===== src/rtl/regfile_write_arbiter.sv =====
// Register-file write-port scheduler: two writeback requesters (A = ALU,
// B = load) each queue writes in a small FIFO; a round-robin arbiter drains
// them into a registered write strobe/address/data.
module regfile_write_arbiter #(
  parameter int DATA_W = 32,
  parameter int ADDR_W = 5,
  parameter int DEPTH  = 2
) (
  input  logic                     clk,
  input  logic                     rst,
  input  logic                     a_valid,
  output logic                     a_ready,
  input  logic [ADDR_W-1:0]        a_addr,
  input  logic [DATA_W-1:0]        a_data,
  input  logic                     b_valid,
  output logic                     b_ready,
  input  logic [ADDR_W-1:0]        b_addr,
  input  logic [DATA_W-1:0]        b_data,
  output logic                     wr_en,
  output logic [ADDR_W-1:0]        wr_addr,
  output logic [DATA_W-1:0]        wr_data,
  output logic                     wr_src,
  output logic [$clog2(DEPTH):0]   a_count,
  output logic [$clog2(DEPTH):0]   b_count
);

  localparam int PTR_W = $clog2(DEPTH);
  localparam int CNT_W = PTR_W + 1;

  typedef enum logic {
    SRC_A = 1'b0,
    SRC_B = 1'b1
  } src_e;

  logic [ADDR_W-1:0] a_mem_addr [DEPTH];
  logic [DATA_W-1:0] a_mem_data [DEPTH];
  logic [ADDR_W-1:0] b_mem_addr [DEPTH];
  logic [DATA_W-1:0] b_mem_data [DEPTH];

  logic [PTR_W-1:0]  a_wptr, a_rptr, b_wptr, b_rptr;
  logic              ready_en;
  src_e              rr;
  src_e              wr_src_q;

  logic              a_push, b_push;
  logic              a_nempty, b_nempty;
  logic              pop_a, pop_b;

  // Ready depends only on registered state: count and the post-reset enable.
  assign a_ready  = ready_en && (a_count < CNT_W'(DEPTH));
  assign b_ready  = ready_en && (b_count < CNT_W'(DEPTH));

  // Writes to $zero complete the handshake but are never queued.
  assign a_push   = a_valid && a_ready && (a_addr != '0);
  assign b_push   = b_valid && b_ready && (b_addr != '0);

  assign a_nempty = (a_count != '0);
  assign b_nempty = (b_count != '0);

  assign wr_src   = wr_src_q;

  // Round-robin pop selection from registered FIFO occupancy.
  always_comb begin
    pop_a = 1'b0;
    pop_b = 1'b0;
    if (a_nempty && (!b_nempty || rr == SRC_A)) begin
      pop_a = 1'b1;
    end else if (b_nempty) begin
      pop_b = 1'b1;
    end
  end

  // Ready is held low during reset and enabled on the first edge after release.
  always_ff @(posedge clk or negedge rst) begin
    if (!rst) begin
      ready_en <= 1'b0;
    end else begin
      ready_en <= 1'b1;
    end
  end

  // A FIFO storage; contents need no reset since occupancy gates every read.
  always_ff @(posedge clk) begin
    if (a_push) begin
      a_mem_addr[a_wptr] <= a_addr;
      a_mem_data[a_wptr] <= a_data;
    end
  end

  // B FIFO storage.
  always_ff @(posedge clk) begin
    if (b_push) begin
      b_mem_addr[b_wptr] <= b_addr;
      b_mem_data[b_wptr] <= b_data;
    end
  end

  // A FIFO pointers and occupancy; pointers wrap naturally modulo DEPTH.
  always_ff @(posedge clk or negedge rst) begin
    if (!rst) begin
      a_wptr  <= '0;
      a_rptr  <= '0;
      a_count <= '0;
    end else begin
      if (a_push) a_wptr <= a_wptr + PTR_W'(1);
      if (pop_a)  a_rptr <= a_rptr + PTR_W'(1);
      case ({a_push, pop_a})
        2'b10:   a_count <= a_count + CNT_W'(1);
        2'b01:   a_count <= a_count - CNT_W'(1);
        default: a_count <= a_count;
      endcase
    end
  end

  // B FIFO pointers and occupancy.
  always_ff @(posedge clk or negedge rst) begin
    if (!rst) begin
      b_wptr  <= '0;
      b_rptr  <= '0;
      b_count <= '0;
    end else begin
      if (b_push) b_wptr <= b_wptr + PTR_W'(1);
      if (pop_b)  b_rptr <= b_rptr + PTR_W'(1);
      case ({b_push, pop_b})
        2'b10:   b_count <= b_count + CNT_W'(1);
        2'b01:   b_count <= b_count - CNT_W'(1);
        default: b_count <= b_count;
      endcase
    end
  end

  // Round-robin pointer moves to the side not popped.
  always_ff @(posedge clk or negedge rst) begin
    if (!rst) begin
      rr <= SRC_A;
    end else if (pop_a) begin
      rr <= SRC_B;
    end else if (pop_b) begin
      rr <= SRC_A;
    end
  end

  // Registered write port: strobe for one cycle per pop, hold fields otherwise.
  always_ff @(posedge clk or negedge rst) begin
    if (!rst) begin
      wr_en    <= 1'b0;
      wr_addr  <= '0;
      wr_data  <= '0;
      wr_src_q <= SRC_A;
    end else if (pop_a) begin
      wr_en    <= 1'b1;
      wr_addr  <= a_mem_addr[a_rptr];
      wr_data  <= a_mem_data[a_rptr];
      wr_src_q <= SRC_A;
    end else if (pop_b) begin
      wr_en    <= 1'b1;
      wr_addr  <= b_mem_addr[b_rptr];
      wr_data  <= b_mem_data[b_rptr];
      wr_src_q <= SRC_B;
    end else begin
      wr_en    <= 1'b0;
    end
  end

endmodule


===== config.mk =====
export PLATFORM = sky130hd
export DESIGN_NAME = regfile_write_arbiter
export DESIGN_NICKNAME = d
export VERILOG_FILES = /design/src/rtl/regfile_write_arbiter.sv
export SDC_FILE = /design/constraint.sdc
export NUM_CORES = 1
export LEC_CHECK = 0
export ABC_CLOCK_PERIOD_IN_PS = 7630
export CAP_MARGIN = 20
export CORE_UTILIZATION = 57
export DETAILED_ROUTE_END_ITERATION = 8
export GPL_TIMING_DRIVEN = 0
export PLACE_DENSITY = 0.82
export SYNTH_ARGS = -nofsm -noshare
export SYNTH_HDL_FRONTEND = slang
export SYNTH_SLANG_ARGS = --single-unit

===== constraint.sdc =====
create_clock -name clk -period 7.63 [get_ports clk]
set_clock_uncertainty 0.1 [all_clocks]
set_input_delay 1.9075 -clock clk [delete_from_list [all_inputs] [get_ports clk]]
set_output_delay 1.9075 -clock clk [all_outputs]
set_load 0.02 [all_outputs]

==> metrics.txt, run 1 <==
# TYPE chip_impl_metric gauge
chip_impl_info{name="outcome",value="finished clean"} 1
chip_impl_info{name="synth_most_common_cell",value="sky130_fd_sc_hd__edfxtp_1"} 1
chip_impl_metric{name="fin_crit",unit="ps"} 3880
chip_impl_metric{name="first_iter_violations",unit=""} 249
chip_impl_metric{name="syn-cell-area",unit="mm²"} 0.00743
chip_impl_metric{name="wl",unit="µm"} 15000
chip_impl_metric{name="firstDrtPassIters",unit=""} 4
chip_impl_metric{name="grt_pass1_vias",unit=""} 4415
chip_impl_metric{name="yosysSeqAreaShare",unit=""} 0.763
chip_impl_metric{name="buffer_ports.inserted",unit=""} 122
chip_impl_metric{name="fmaxAchievable",unit="MHz"} 258
chip_impl_metric{name="worstSkewPairLatency",unit="ps"} 420
chip_impl_metric{name="weighted_congestion_reported_at_the_end_of_routability_driven_placement",unit=""} 0.746
chip_impl_metric{name="maxSlewHeadroom",unit=""} 0.463
chip_impl_metric{name="floorplan.die.height",unit="µm"} 116
chip_impl_info{name="regToRegStartpoint",value="b_count[1]"} 1
chip_impl_info{name="synthFlopType",value="sky130_fd_sc_hd__edfxtp_1"} 1
chip_impl_metric{name="final_util",unit=""} 0.760
chip_impl_metric{name="cts-resized-gates",unit=""} 0
chip_impl_info{name="synth_area_leaders",value="sky130_fd_sc_hd__edfxtp_1 60%, sky130_fd_sc_hd__dfrtp_1 17%, sky130_fd_sc_hd__mux2i_1 8.2%, sky130_fd_sc_hd__o221ai_1 2.8%, sky130_fd_sc_hd__a311oi_2 2.6%"} 1
chip_impl_metric{name="synth-async-reset-ratio",unit=""} 0.249
chip_impl_metric{name="floorplan.initialDensity",unit=""} 0.586
chip_impl_metric{name="worstMarginPinSlew",unit="ps"} 804
chip_impl_metric{name="max-cap-violations",unit=""} 0
chip_impl_metric{name="path_clk_slew",unit="ps"} 60
chip_impl_metric{name="post_route_cells_drive_above_1_share",unit=""} 0.152
chip_impl_metric{name="postSynthNetCount",unit=""} 500
chip_impl_metric{name="syn_area_per_cell",unit="µm²"} 17.7
chip_impl_metric{name="fraction_of_synthesized_cell_area_taken_by_the_top_area_cell_type",unit=""} 0.598
chip_impl_metric{name="row_count",unit=""} 41
chip_impl_metric{name="detailroute.via_count",unit=""} 4220
chip_impl_metric{name="antennaDiodeCount",unit=""} 0
chip_impl_metric{name="crit_required",unit="ps"} 5620
chip_impl_info{name="holdCritStartpoint",value="wr_src"} 1
chip_impl_metric{name="clock_path_buffers",unit=""} 2
chip_impl_info{name="startpoint",value="b_count[1]"} 1
chip_impl_metric{name="final_max_slew_viol_count",unit=""} 0
chip_impl_metric{name="die_area",unit="mm²"} 0.0135
chip_impl_metric{name="synth.yosys.warnings",unit=""} 0
chip_impl_metric{name="power_leakage",unit="nW"} 3.48
chip_impl_metric{name="wl_met1",unit="µm"} 5990
chip_impl_metric{name="total_negative_slack",unit="ps"} 0
chip_impl_metric{name="layout_worst_path_cycle_share",unit=""} 0.509
chip_impl_metric{name="die_w",unit="µm"} 116
chip_impl_metric{name="timing.critical_path.fanout_max",unit=""} 6
chip_impl_metric{name="cts-hold-fix-buffers",unit=""} 0
chip_impl_metric{name="antenna_found_initial",unit=""} 0
chip_impl_metric{name="number_of_synthesized_flops_with_an_enable_pin",unit=""} 148
chip_impl_info{name="root_buffer",value="sky130_fd_sc_hd__clkbuf_16"} 1
chip_impl_metric{name="design.portCount",unit=""} 123
chip_impl_metric{name="drt-vias-per-instance",unit=""} 5.62
chip_impl_metric{name="synthDistinctLibCells",unit=""} 27
chip_impl_metric{name="placeableCoreArea",unit="mm²"} 0.0127
chip_impl_metric{name="groute.usage.overall",unit=""} 0.240
chip_impl_metric{name="sinks_on_clock_net",unit=""} 197
chip_impl_metric{name="detail-route-antenna-nets",unit=""} 0
chip_impl_metric{name="htree_num_levels",unit=""} 4
chip_impl_info{name="top_layer",value="met4"} 1
chip_impl_info{name="worst_setup_path_start_kind",value="flop"} 1
chip_impl_metric{name="power.density",unit="mW/mm²"} 393
chip_impl_metric{name="cts_made_buffers",unit=""} 17
chip_impl_info{name="critPathKind",value="flop to output port"} 1
chip_impl_metric{name="timing_hold_violations_final",unit=""} 0
chip_impl_metric{name="synth_seq_cells",unit=""} 197
chip_impl_metric{name="areaGrowthSynthToFinish",unit="%"} 29.6
chip_impl_metric{name="avgRoutedWirePerCell",unit="µm"} 19.9
chip_impl_info{name="rsz_0062_raised_after_global_routing",value="no"} 1
chip_impl_metric{name="cp_data_arrival_time",unit="ps"} 1870
chip_impl_info{name="critPathCaptureType",value="output port"} 1
chip_impl_info{name="synth_common_cells",value="148 x sky130_fd_sc_hd__edfxtp_1, 61 x sky130_fd_sc_hd__mux2i_1, 49 x sky130_fd_sc_hd__dfrtp_1"} 1
chip_impl_info{name="synth_area_leader_cell",value="sky130_fd_sc_hd__edfxtp_1"} 1
chip_impl_metric{name="drc_errors_left",unit=""} 0
chip_impl_metric{name="post_synth_inst_count",unit=""} 420
chip_impl_metric{name="grt_start_max_net_pins",unit=""} 33
chip_impl_metric{name="met3_wirelength",unit="µm"} 812
chip_impl_metric{name="place.detailed.hpwl",unit="µm"} 10100
chip_impl_metric{name="finalSetupViolations",unit=""} 0
chip_impl_info{name="tritoncts",value="done"} 1
chip_impl_metric{name="met2_length",unit="µm"} 7930
chip_impl_metric{name="postCtsSetupBuffers",unit=""} 0
chip_impl_metric{name="design.final.nets",unit=""} 646
chip_impl_metric{name="globalRoute.totalOverflow",unit=""} 0
chip_impl_info{name="timing.hold.worst.class",value="flop to flop"} 1
chip_impl_metric{name="grt_first_pass_wirelength",unit="µm"} 23100
chip_impl_metric{name="max-vdd-ir-drop",unit="µV"} 193
-- per-stage QoR --
stage / cell area, µm² / hold slack (ps) / setup WS, ps / std cells / total power, mW
after global placement: 8870 / 372 / 1660 / 714 / 2.81
after CTS: 9630 / 396 / 3750 / 751 / 3.81
final: 9630 / 388 / 3750 / 751 / 3.78
after floorplan: 7430 / 368 / 3370 / 420 / 2.34
after detailed placement: 9010 / 378 / 3450 / 719 / 2.89
after global routing: 9630 / 417 / 3710 / 751 / 3.96
-- flip-flops by register name, indices dropped and copies added, names as in the netlist --
| register | flops |
|---|---|
| a_wptr | 1 |
| b_count | 2 |
| wr_data | 32 |
| a_mem_addr | 10 |
| a_rptr | 1 |
| ready_en | 1 |
| b_mem_data | 64 |
| wr_en | 1 |
| wr_src | 1 |
| a_mem_data | 64 |
| b_mem_addr | 10 |
| b_wptr | 1 |
| rr | 1 |
| b_rptr | 1 |
| a_count | 2 |
| wr_addr | 5 |
-- cells in the final DEF (no fill, tap or decap) --
cell and count:
sky130_fd_sc_hd__nor4_4 1, sky130_fd_sc_hd__conb_1 1, sky130_fd_sc_hd__or2_1 1, sky130_fd_sc_hd__clkinvlp_4 5
sky130_fd_sc_hd__buf_6 2, sky130_fd_sc_hd__mux2_2 13, sky130_fd_sc_hd__nor2_4 4, sky130_fd_sc_hd__inv_2 1
sky130_fd_sc_hd__o21a_1 1, sky130_fd_sc_hd__o211ai_2 2, sky130_fd_sc_hd__clkbuf_1 6, sky130_fd_sc_hd__nand2_1 27
sky130_fd_sc_hd__buf_2 15, sky130_fd_sc_hd__or4_1 2, sky130_fd_sc_hd__a311oi_2 13, sky130_fd_sc_hd__inv_1 5
sky130_fd_sc_hd__nor2b_1 2, sky130_fd_sc_hd__ha_1 2, sky130_fd_sc_hd__buf_12 3, sky130_fd_sc_hd__o221ai_1 24
sky130_fd_sc_hd__xor2_1 2, sky130_fd_sc_hd__clkinv_2 3, sky130_fd_sc_hd__bufinv_16 4, sky130_fd_sc_hd__clkinv_4 1
sky130_fd_sc_hd__nor2_1 16, sky130_fd_sc_hd__clkdlybuf4s50_1 121, sky130_fd_sc_hd__nor3_1 13, sky130_fd_sc_hd__clkbuf_16 17
sky130_fd_sc_hd__xnor2_1 8, sky130_fd_sc_hd__or2_2 1, sky130_fd_sc_hd__clkbuf_8 1, sky130_fd_sc_hd__mux2i_1 61
sky130_fd_sc_hd__edfxtp_1 148, sky130_fd_sc_hd__dfrtp_1 49, sky130_fd_sc_hd__o21ai_0 1, sky130_fd_sc_hd__o21bai_1 1
sky130_fd_sc_hd__buf_16 2
-- kinds of logic (layout without fill, tap and decap cells) --
logic type | after synthesis | in the layout | share of synthesized area
AO/OA/AOI/OAI | 42 | 42 | 0.0606
XOR/XNOR | 10 | 10 | 0.0118
adder cells (fa/ha/maj) | 2 | 2 | 0.00337
buffers and inverters | 27 | 186 | 0.0180
flip-flops | 197 | 197 | 0.763
multiplexers | 74 | 74 | 0.102
other | 1 | 1 | 0.000505
AND/OR/NAND/NOR | 67 | 67 | 0.0407
-- power by group --
group          total (mW)  switching (mW)  internal, mW
sequential           1.50           0.119          1.39
combinational        1.36           0.743         0.613
clock               0.923           0.367         0.556
-- area by class of cell --
class / instances / area (µm²)
flip-flops and latches: 197 / 5670
fillers: 758 / 3040
multi-input cells: 196 / 1660
repair buffers: 127 / 1330
clock buffers: 19 / 443
well taps: 172 / 215
clock inverters: 13 / 181
plain buffers: 21 / 111
inverters: 6 / 22.5
-- worst max-delay path: stages, from the launching register on --
cell	delay, ps
sky130_fd_sc_hd__dfrtp_1	490
sky130_fd_sc_hd__nor2b_1	250
sky130_fd_sc_hd__clkdlybuf4s50_1	710
-- per-layer routing --
metal / track usage / vias to the layer above
li1: - / 1916
met1: 0.302 / 2144
met2: 0.412 / 139
met3: 0.0514 / 21
met4: 0.0906 / 0
met5: 0 / -
-- final timing paths --
| kind | endpoint | slack [ps] | cells after the start |
|---|---|---|---|
| setup / recovery | b_ready | 3750 | 2 |
| hold / removal | wr_src | 390 | 2 |
| setup reg to reg | b_count[1] | 5270 | 7 |
| hold reg to reg | wr_src | 390 | 2 |
| max in group asynchronous | wr_src | 5530 | 2 |
| min in group asynchronous | wr_data[11] | 1350 | 1 |
Power figures use the tool's default switching activity.
==> inputs of run 2 (changes only) <==
--- a/config.mk
+++ b/config.mk
@@ -5,12 +5,12 @@
 export SDC_FILE = /design/constraint.sdc
 export NUM_CORES = 1
 export LEC_CHECK = 0
-export ABC_CLOCK_PERIOD_IN_PS = 7630
+export ABC_CLOCK_PERIOD_IN_PS = 3100
 export CAP_MARGIN = 20
-export CORE_UTILIZATION = 57
+export CORE_UTILIZATION = 48
 export DETAILED_ROUTE_END_ITERATION = 8
 export GPL_TIMING_DRIVEN = 0
-export PLACE_DENSITY = 0.82
+export PLACE_DENSITY = 0.73
 export SYNTH_ARGS = -nofsm -noshare
 export SYNTH_HDL_FRONTEND = slang
 export SYNTH_SLANG_ARGS = --single-unit
==> constraint.sdc (replaced) <==
create_clock -name clk -period 3.1 [get_ports clk]
set_clock_uncertainty 0.1 [all_clocks]
set_input_delay 0.775 -clock clk [delete_from_list [all_inputs] [get_ports clk]]
set_output_delay 0.775 -clock clk [all_outputs]
set_load 0.02 [all_outputs]
==> run 2 against run 1 <==
Routed wire length grew 0.41%. First-iteration DRC count shrank 1.6%. Critical path depth is the same. Count of clock-buffer cells in the layout shrank 1. Combinational power grew 140%. Flip-flop and latch count is the same. Via count shrank 1.3%. Worst setup slack lost 3400 ps. Sequential share of layout area shrank 0.11 points. Non-clock buffer count is the same. Power grew 150%. Highest routed layer unchanged.
==> metrics.txt, run 2 (synthesis results as in run 1) <==
# TYPE chip_impl_metric gauge
chip_impl_metric{name="wl",unit="µm"} 15000
chip_impl_metric{name="detail-route-antenna-nets",unit=""} 0
chip_impl_metric{name="worst_slack",unit="ps"} 396
chip_impl_info{name="outcome",value="finished clean"} 1
chip_impl_metric{name="grt_first_pass_wirelength",unit="µm"} 23600
chip_impl_info{name="critical_path.endpoint",value="a_ready"} 1
chip_impl_metric{name="cp_data_arrival_time",unit="ps"} 1830
chip_impl_metric{name="worstSkewPairLatency",unit="ps"} 420
chip_impl_metric{name="power_frac_clock",unit=""} 0.252
chip_impl_metric{name="grt_start_max_net_pins",unit=""} 27
chip_impl_metric{name="placeableCoreArea",unit="mm²"} 0.0151
chip_impl_info{name="layout.cells.most_common",value="sky130_fd_sc_hd__edfxtp_1"} 1
chip_impl_metric{name="htree_num_levels",unit=""} 4
chip_impl_metric{name="crit_required",unit="ps"} 2220
chip_impl_metric{name="critical_path_max_stage_delay",unit="ps"} 660
chip_impl_metric{name="power_report.internal_total",unit="mW"} 6.34
chip_impl_metric{name="final_max_slew_viol_count",unit=""} 0
chip_impl_metric{name="fin_hold_ws",unit="ps"} 279
chip_impl_metric{name="met3_wirelength",unit="µm"} 603
chip_impl_metric{name="power.density",unit="mW/mm²"} 969
chip_impl_info{name="family_with_the_most_delay_on_the_worst_path",value="buffers and inverters"} 1
chip_impl_metric{name="r2r_slack",unit="ps"} 760
chip_impl_metric{name="r2r_cells",unit=""} 8
chip_impl_metric{name="design.final.nets",unit=""} 646
chip_impl_info{name="startpoint",value="a_count[1]"} 1
chip_impl_metric{name="grt_pass1_vias",unit=""} 4460
chip_impl_metric{name="drc_errors_left",unit=""} 0
chip_impl_metric{name="dp_worst_setup_slack",unit="ps"} 69.8
chip_impl_metric{name="max-cap-violations",unit=""} 0
chip_impl_metric{name="die_w",unit="µm"} 126
chip_impl_info{name="tritoncts",value="done"} 1
chip_impl_metric{name="clock_path_buffers",unit=""} 2
chip_impl_metric{name="fmaxAchievable",unit="MHz"} 370
chip_impl_metric{name="share_comb_of_total_power",unit=""} 0.353
chip_impl_metric{name="crit_buf_inv",unit=""} 1
chip_impl_metric{name="netSwitchingFraction",unit=""} 0.322
chip_impl_metric{name="buffer_ports.inserted",unit=""} 122
chip_impl_info{name="timing.hold.worst.class",value="input port to asynchronous set/reset pin"} 1
chip_impl_metric{name="cts-hold-fix-buffers",unit=""} 0
chip_impl_info{name="cp_slowest_cell",value="sky130_fd_sc_hd__clkdlybuf4s50_1"} 1
chip_impl_metric{name="globalRoute.totalOverflow",unit=""} 0
chip_impl_metric{name="floorplan.initialDensity",unit=""} 0.491
chip_impl_metric{name="weighted_congestion_reported_at_the_end_of_routability_driven_placement",unit=""} 0.744
chip_impl_metric{name="detailroute.via_count",unit=""} 4166
chip_impl_metric{name="areaGrowthSynthToFinish",unit="%"} 29.9
chip_impl_metric{name="layout.filler_cells",unit=""} 1104
chip_impl_metric{name="max-vdd-ir-drop",unit="µV"} 471
chip_impl_metric{name="finalSetupViolations",unit=""} 0
chip_impl_metric{name="antenna_found_initial",unit=""} 0
chip_impl_info{name="top_regs",value="a_mem_data (64), b_mem_data (64), wr_data (32)"} 1
chip_impl_metric{name="row_count",unit=""} 45
chip_impl_metric{name="avgRoutedWirePerCell",unit="µm"} 19.6
chip_impl_metric{name="cts-resized-gates",unit=""} 0
chip_impl_metric{name="postCtsSetupBuffers",unit=""} 0
chip_impl_metric{name="seqCellArea",unit="mm²"} 0.00567
chip_impl_metric{name="post_route_cells_drive_above_1_share",unit=""} 0.150
chip_impl_info{name="root_buffer",value="sky130_fd_sc_hd__clkbuf_16"} 1
chip_impl_metric{name="groute.usage.overall",unit=""} 0.203
chip_impl_info{name="critPathCaptureType",value="output port"} 1
chip_impl_metric{name="final_util",unit=""} 0.637
chip_impl_metric{name="first_iter_violations",unit=""} 245
chip_impl_metric{name="final_cell_area",unit="mm²"} 0.00965
chip_impl_metric{name="timing.critical_path.fanout_max",unit=""} 6
chip_impl_info{name="critPathKind",value="flop to output port"} 1
chip_impl_info{name="top_layer",value="met4"} 1
chip_impl_metric{name="seq_power_share",unit=""} 0.396
chip_impl_info{name="critical_path.reg2reg.endpoint",value="b_count[1]"} 1
chip_impl_metric{name="maxSlewHeadroom",unit=""} 0.489
chip_impl_metric{name="fin_crit",unit="ps"} 2700
chip_impl_metric{name="timing_hold_violations_final",unit=""} 0
chip_impl_metric{name="met2_length",unit="µm"} 7880
chip_impl_metric{name="cts_made_buffers",unit=""} 17
chip_impl_metric{name="die_area",unit="mm²"} 0.0160
chip_impl_metric{name="worstMarginPinSlew",unit="ps"} 766
chip_impl_metric{name="design.portCount",unit=""} 123
chip_impl_metric{name="antennaDiodeCount",unit=""} 0
chip_impl_metric{name="firstDrtPassIters",unit=""} 4
chip_impl_metric{name="floorplan.die.height",unit="µm"} 126
chip_impl_metric{name="multiInputGateArea",unit="mm²"} 0.00166
chip_impl_info{name="rsz_0062_raised_after_global_routing",value="no"} 1
chip_impl_metric{name="layout_worst_path_cycle_share",unit=""} 0.872
chip_impl_info{name="final_cell_mix",value="148 x sky130_fd_sc_hd__edfxtp_1, 121 x sky130_fd_sc_hd__clkdlybuf4s50_1, 61 x sky130_fd_sc_hd__mux2i_1"} 1
chip_impl_metric{name="wl_met1",unit="µm"} 6230
chip_impl_info{name="regToRegStartpoint",value="b_count[0]"} 1
chip_impl_metric{name="net-switching-power",unit="mW"} 3.01
chip_impl_metric{name="place.detailed.hpwl",unit="µm"} 10200
chip_impl_metric{name="path_clk_slew",unit="ps"} 70
chip_impl_metric{name="dpl-instance-area",unit="mm²"} 0.00901
chip_impl_info{name="worst_setup_path_start_kind",value="flop"} 1
chip_impl_metric{name="worst_path_depth",unit=""} 2
chip_impl_info{name="timing.critical_path.cells",value="nor2b_1, clkdlybuf4s50_1"} 1
chip_impl_metric{name="sinks_on_clock_net",unit=""} 197
chip_impl_metric{name="power_leakage",unit="nW"} 3.48
chip_impl_metric{name="drt-vias-per-instance",unit=""} 5.43
-- run 2: changes by cell type in the layout (fill, tap and decap cells not counted), sizes merged --
cell	delta
bufinv	+1
clkbuf	-1
clkinv	+2
clkinvlp	-2
-- run 2: worst min path at each step --
stage	slack, ps	start	end	depth (start not counted)
global route	300	rst	wr_data[9]	1
floorplan	370	a_wptr	a_wptr	1
global placement	380	wr_data[28]	wr_data[28]	2
finish	280	rst	wr_data[9]	1
CTS	280	rst	wr_data[9]	1
detailed placement	380	wr_data[29]	wr_data[29]	2
-- run 2: final cells by class --
type,count,area share
clock buffers,18,0.0445
repair buffers,127,0.136
multi-input cells,196,0.172
flip-flops and latches,197,0.588
clock inverters,14,0.0217
inverters,6,0.00233
plain buffers,21,0.0115
well taps,188,0.0244
-- run 2: metrics by stage --
stage                     total power [mW]  setup TNS, ps  instances
after floorplan                       5.76         -26760        420
after global placement                6.93        -272800        730
after detailed placement              7.09              0        735
after CTS                             9.44              0        767
after global routing                  9.79              0        767
final                                 9.35              0        767
-- run 2: routing by layer --
layer / vias to the layer above / track usage
li1: 1914 / -
met1: 2119 / 0.247
met2: 111 / 0.348
met3: 22 / 0.0472
met4: 0 / 0.0872
met5: - / 0
-- run 2: power by group through the flow --
| stage | Combinational (mW) | Clock (mW) | Sequential, mW |
|---|---|---|---|
| after CTS | 3.34 | 2.39 | 3.71 |
| after global placement | 3.18 | 0 | 3.75 |
| final | 3.30 | 2.35 | 3.70 |
| after detailed placement | 3.34 | 0 | 3.75 |
| after global routing | 3.54 | 2.49 | 3.75 |
| after floorplan | 1.72 | 0 | 4.04 |
==> inputs of run 3 (changes only) <==
==> config.mk (replaced) <==
export PLATFORM = sky130hd
export DESIGN_NAME = regfile_write_arbiter
export DESIGN_NICKNAME = d
export VERILOG_FILES = /design/src/rtl/regfile_write_arbiter.sv
export SDC_FILE = /design/constraint.sdc
export NUM_CORES = 1
export LEC_CHECK = 0
export ABC_CLOCK_PERIOD_IN_PS = 2900
export CORE_UTILIZATION = 53
export DETAILED_ROUTE_END_ITERATION = 8
export GPL_TIMING_DRIVEN = 0
export PLACE_DENSITY = 0.76
export SLEW_MARGIN = 20
export SYNTH_ARGS = -nofsm -noshare
export SYNTH_HDL_FRONTEND = slang
export SYNTH_SLANG_ARGS = --single-unit
==> constraint.sdc (replaced) <==
create_clock -name clk -period 2.9 [get_ports clk]
set_clock_uncertainty 0.1 [all_clocks]
set_input_delay 0.725 -clock clk [delete_from_list [all_inputs] [get_ports clk]]
set_output_delay 0.725 -clock clk [all_outputs]
set_load 0.02 [all_outputs]
==> run 3 against run 2 <==
Via count about the same. Critical path depth unchanged. Flip-flop and latch count is the same. Worst setup slack worse by 180 ps. Highest routed layer unchanged. Combinational power up 7.9%. Largest cell class unchanged.
==> metrics.txt, run 3 (synthesis results as in run 1) <==
# TYPE chip_impl_metric gauge
chip_impl_metric{name="placeableCoreArea",unit="mm²"} 0.0135
chip_impl_metric{name="die_w",unit="µm"} 120
chip_impl_metric{name="max-cap-violations",unit=""} 0
chip_impl_info{name="top_regs",value="a_mem_data (64), b_mem_data (64), wr_data (32)"} 1
chip_impl_metric{name="avgRoutedWirePerCell",unit="µm"} 20.4
chip_impl_info{name="worst_setup_path_start_kind",value="flop"} 1
chip_impl_metric{name="total_negative_slack",unit="ps"} 0
chip_impl_metric{name="grt_first_pass_wirelength",unit="µm"} 23700
chip_impl_metric{name="worstSkewPairLatency",unit="ps"} 420
chip_impl_metric{name="power.density",unit="mW/mm²"} 1020
chip_impl_metric{name="die_area",unit="mm²"} 0.0145
chip_impl_metric{name="cts_made_buffers",unit=""} 17
chip_impl_metric{name="final_max_slew_viol_count",unit=""} 0
chip_impl_info{name="rsz_0062_raised_after_global_routing",value="no"} 1
chip_impl_metric{name="cts-hold-fix-buffers",unit=""} 0
chip_impl_metric{name="detail-route-antenna-nets",unit=""} 0
chip_impl_metric{name="floorplan.initialDensity",unit=""} 0.552
chip_impl_metric{name="cts-resized-gates",unit=""} 0
chip_impl_info{name="root_buffer",value="sky130_fd_sc_hd__clkbuf_16"} 1
chip_impl_metric{name="r2r_slack",unit="ps"} 570
chip_impl_metric{name="globalRoute.totalOverflow",unit=""} 0
chip_impl_metric{name="worstMarginPinSlew",unit="ps"} 778
chip_impl_info{name="tritoncts",value="done"} 1
chip_impl_metric{name="r2r_cells",unit=""} 4
chip_impl_metric{name="layout.filler_cells",unit=""} 890
chip_impl_metric{name="grt_pass1_vias",unit=""} 4453
chip_impl_metric{name="weighted_congestion_reported_at_the_end_of_routability_driven_placement",unit=""} 0.757
chip_impl_metric{name="row_count",unit=""} 42
chip_impl_metric{name="p_total",unit="mW"} 9.78
chip_impl_metric{name="buffer_ports.inserted",unit=""} 122
chip_impl_metric{name="clock_path_buffers",unit=""} 2
chip_impl_metric{name="htree_num_levels",unit=""} 4
chip_impl_metric{name="floorplan.die.height",unit="µm"} 120
chip_impl_metric{name="timing.critical_path.fanout_max",unit=""} 6
chip_impl_metric{name="detailroute.via_count",unit=""} 4168
chip_impl_metric{name="power_leakage",unit="nW"} 3.45
chip_impl_metric{name="crit_required",unit="ps"} 2080
chip_impl_info{name="critPathCaptureType",value="output port"} 1
chip_impl_metric{name="cp_data_arrival_time",unit="ps"} 1860
chip_impl_metric{name="areaGrowthSynthToFinish",unit="%"} 28.6
chip_impl_metric{name="sinks_on_clock_net",unit=""} 197
chip_impl_metric{name="drc_errors_left",unit=""} 0
chip_impl_info{name="outcome",value="finished clean"} 1
chip_impl_metric{name="antenna_found_initial",unit=""} 0
chip_impl_info{name="critPathKind",value="flop to output port"} 1
chip_impl_metric{name="max-vdd-ir-drop",unit="µV"} 560
chip_impl_metric{name="design.final.nets",unit=""} 645
chip_impl_info{name="timing.hold.worst.class",value="input port to asynchronous set/reset pin"} 1
chip_impl_metric{name="groute.usage.overall",unit=""} 0.228
chip_impl_metric{name="fmaxAchievable",unit="MHz"} 372
chip_impl_info{name="final_cell_mix",value="148 x sky130_fd_sc_hd__edfxtp_1, 121 x sky130_fd_sc_hd__clkdlybuf4s50_1, 61 x sky130_fd_sc_hd__mux2i_1"} 1
chip_impl_metric{name="post_route_cells_drive_above_1_share",unit=""} 0.138
chip_impl_metric{name="antennaDiodeCount",unit=""} 0
chip_impl_metric{name="fin_crit",unit="ps"} 2680
chip_impl_info{name="layout.cells.most_common",value="sky130_fd_sc_hd__edfxtp_1"} 1
chip_impl_metric{name="wl",unit="µm"} 15400
chip_impl_metric{name="layout_worst_path_cycle_share",unit=""} 0.926
chip_impl_metric{name="finalSetupViolations",unit=""} 0
chip_impl_metric{name="place.detailed.hpwl",unit="µm"} 10200
chip_impl_metric{name="design.portCount",unit=""} 123
chip_impl_info{name="critical_path.reg2reg.endpoint",value="a_mem_data[0][20]"} 1
chip_impl_metric{name="postCtsSetupBuffers",unit=""} 0
chip_impl_metric{name="first_iter_violations",unit=""} 321
chip_impl_metric{name="grt_start_max_net_pins",unit=""} 50
chip_impl_info{name="regToRegStartpoint",value="a_count[1]"} 1
chip_impl_metric{name="drt-vias-per-instance",unit=""} 5.53
chip_impl_metric{name="path_clk_slew",unit="ps"} 60
chip_impl_metric{name="maxSlewHeadroom",unit=""} 0.481
chip_impl_metric{name="timing_hold_violations_final",unit=""} 0
chip_impl_metric{name="firstDrtPassIters",unit=""} 4
## run 3: metrics by stage
| stage | cells | setup slack, ps | hold WS, ps | utilization | area [µm²] |
|---|---|---|---|---|---|
| 2_1_floorplan | 420 | -382 | 329 | - | 7430 |
| 3_5_place_dp | 722 | -121 | 382 | 0.668 | 8990 |
| 5_1_grt | 754 | 160 | 295 | 0.710 | 9550 |
| 3_3_place_gp | 718 | -1980 | 367 | 0.660 | 8870 |
| 6_report | 754 | 215 | 254 | 0.710 | 9550 |
| 4_1_cts | 754 | 196 | 260 | 0.710 | 9550 |
## run 3: report_power, final
part / switching [mW] / leakage (nW) / internal [mW] / total, mW
sequential: 0.310 / 1.92 / 3.65 / 3.96
clock: 0.922 / 0.277 / 1.34 / 2.26
combinational: 1.95 / 1.25 / 1.61 / 3.56
## run 3: per-layer routing
| layer | wire length, µm | part of all wire | up-vias | GRT usage |
|---|---|---|---|---|
| met3 | 839 | 0.055 | 14 | 0.0528 |
| met2 | 8280 | 0.54 | 134 | 0.394 |
| met1 | 6020 | 0.39 | 2099 | 0.278 |
| met5 | 0 | 0 | - | 0 |
| li1 | - | - | 1921 | - |
| met4 | 216 | 0.014 | 0 | 0.0872 |
## run 3: final cells by class
| class | count | area [µm²] | area share |
|---|---|---|---|
| repair buffers | 126 | 1310 | 0.137 |
| clock inverters | 4 | 70.1 | 0.00733 |
| inverters | 6 | 22.5 | 0.00236 |
| plain buffers | 21 | 111 | 0.0117 |
| flip-flops and latches | 197 | 5670 | 0.594 |
| multi-input cells | 196 | 1660 | 0.173 |
| clock buffers | 28 | 497 | 0.0520 |
| well taps | 176 | 220 | 0.0230 |
## run 3: worst max path at each step
stage / slack, ps / endpoint / startpoint / depth (start not counted)
6_report: 220 / a_ready / a_count[1] / 2
3_3_place_gp: -1980 / a_mem_data[1][23] / a_addr[2] / 4
3_5_place_dp: -120 / a_mem_data[0][17] / a_addr[0] / 5
2_1_floorplan: -380 / a_mem_addr[0][0] / a_count[1] / 3
5_1_grt: 160 / a_ready / a_count[1] / 2
4_1_cts: 200 / a_ready / a_count[1] / 2
## run 3: worst max-delay path: stages, from the launching register on
cell	delay [ps]
sky130_fd_sc_hd__dfrtp_1	480
sky130_fd_sc_hd__nor2b_1	300
sky130_fd_sc_hd__clkdlybuf4s50_1	660
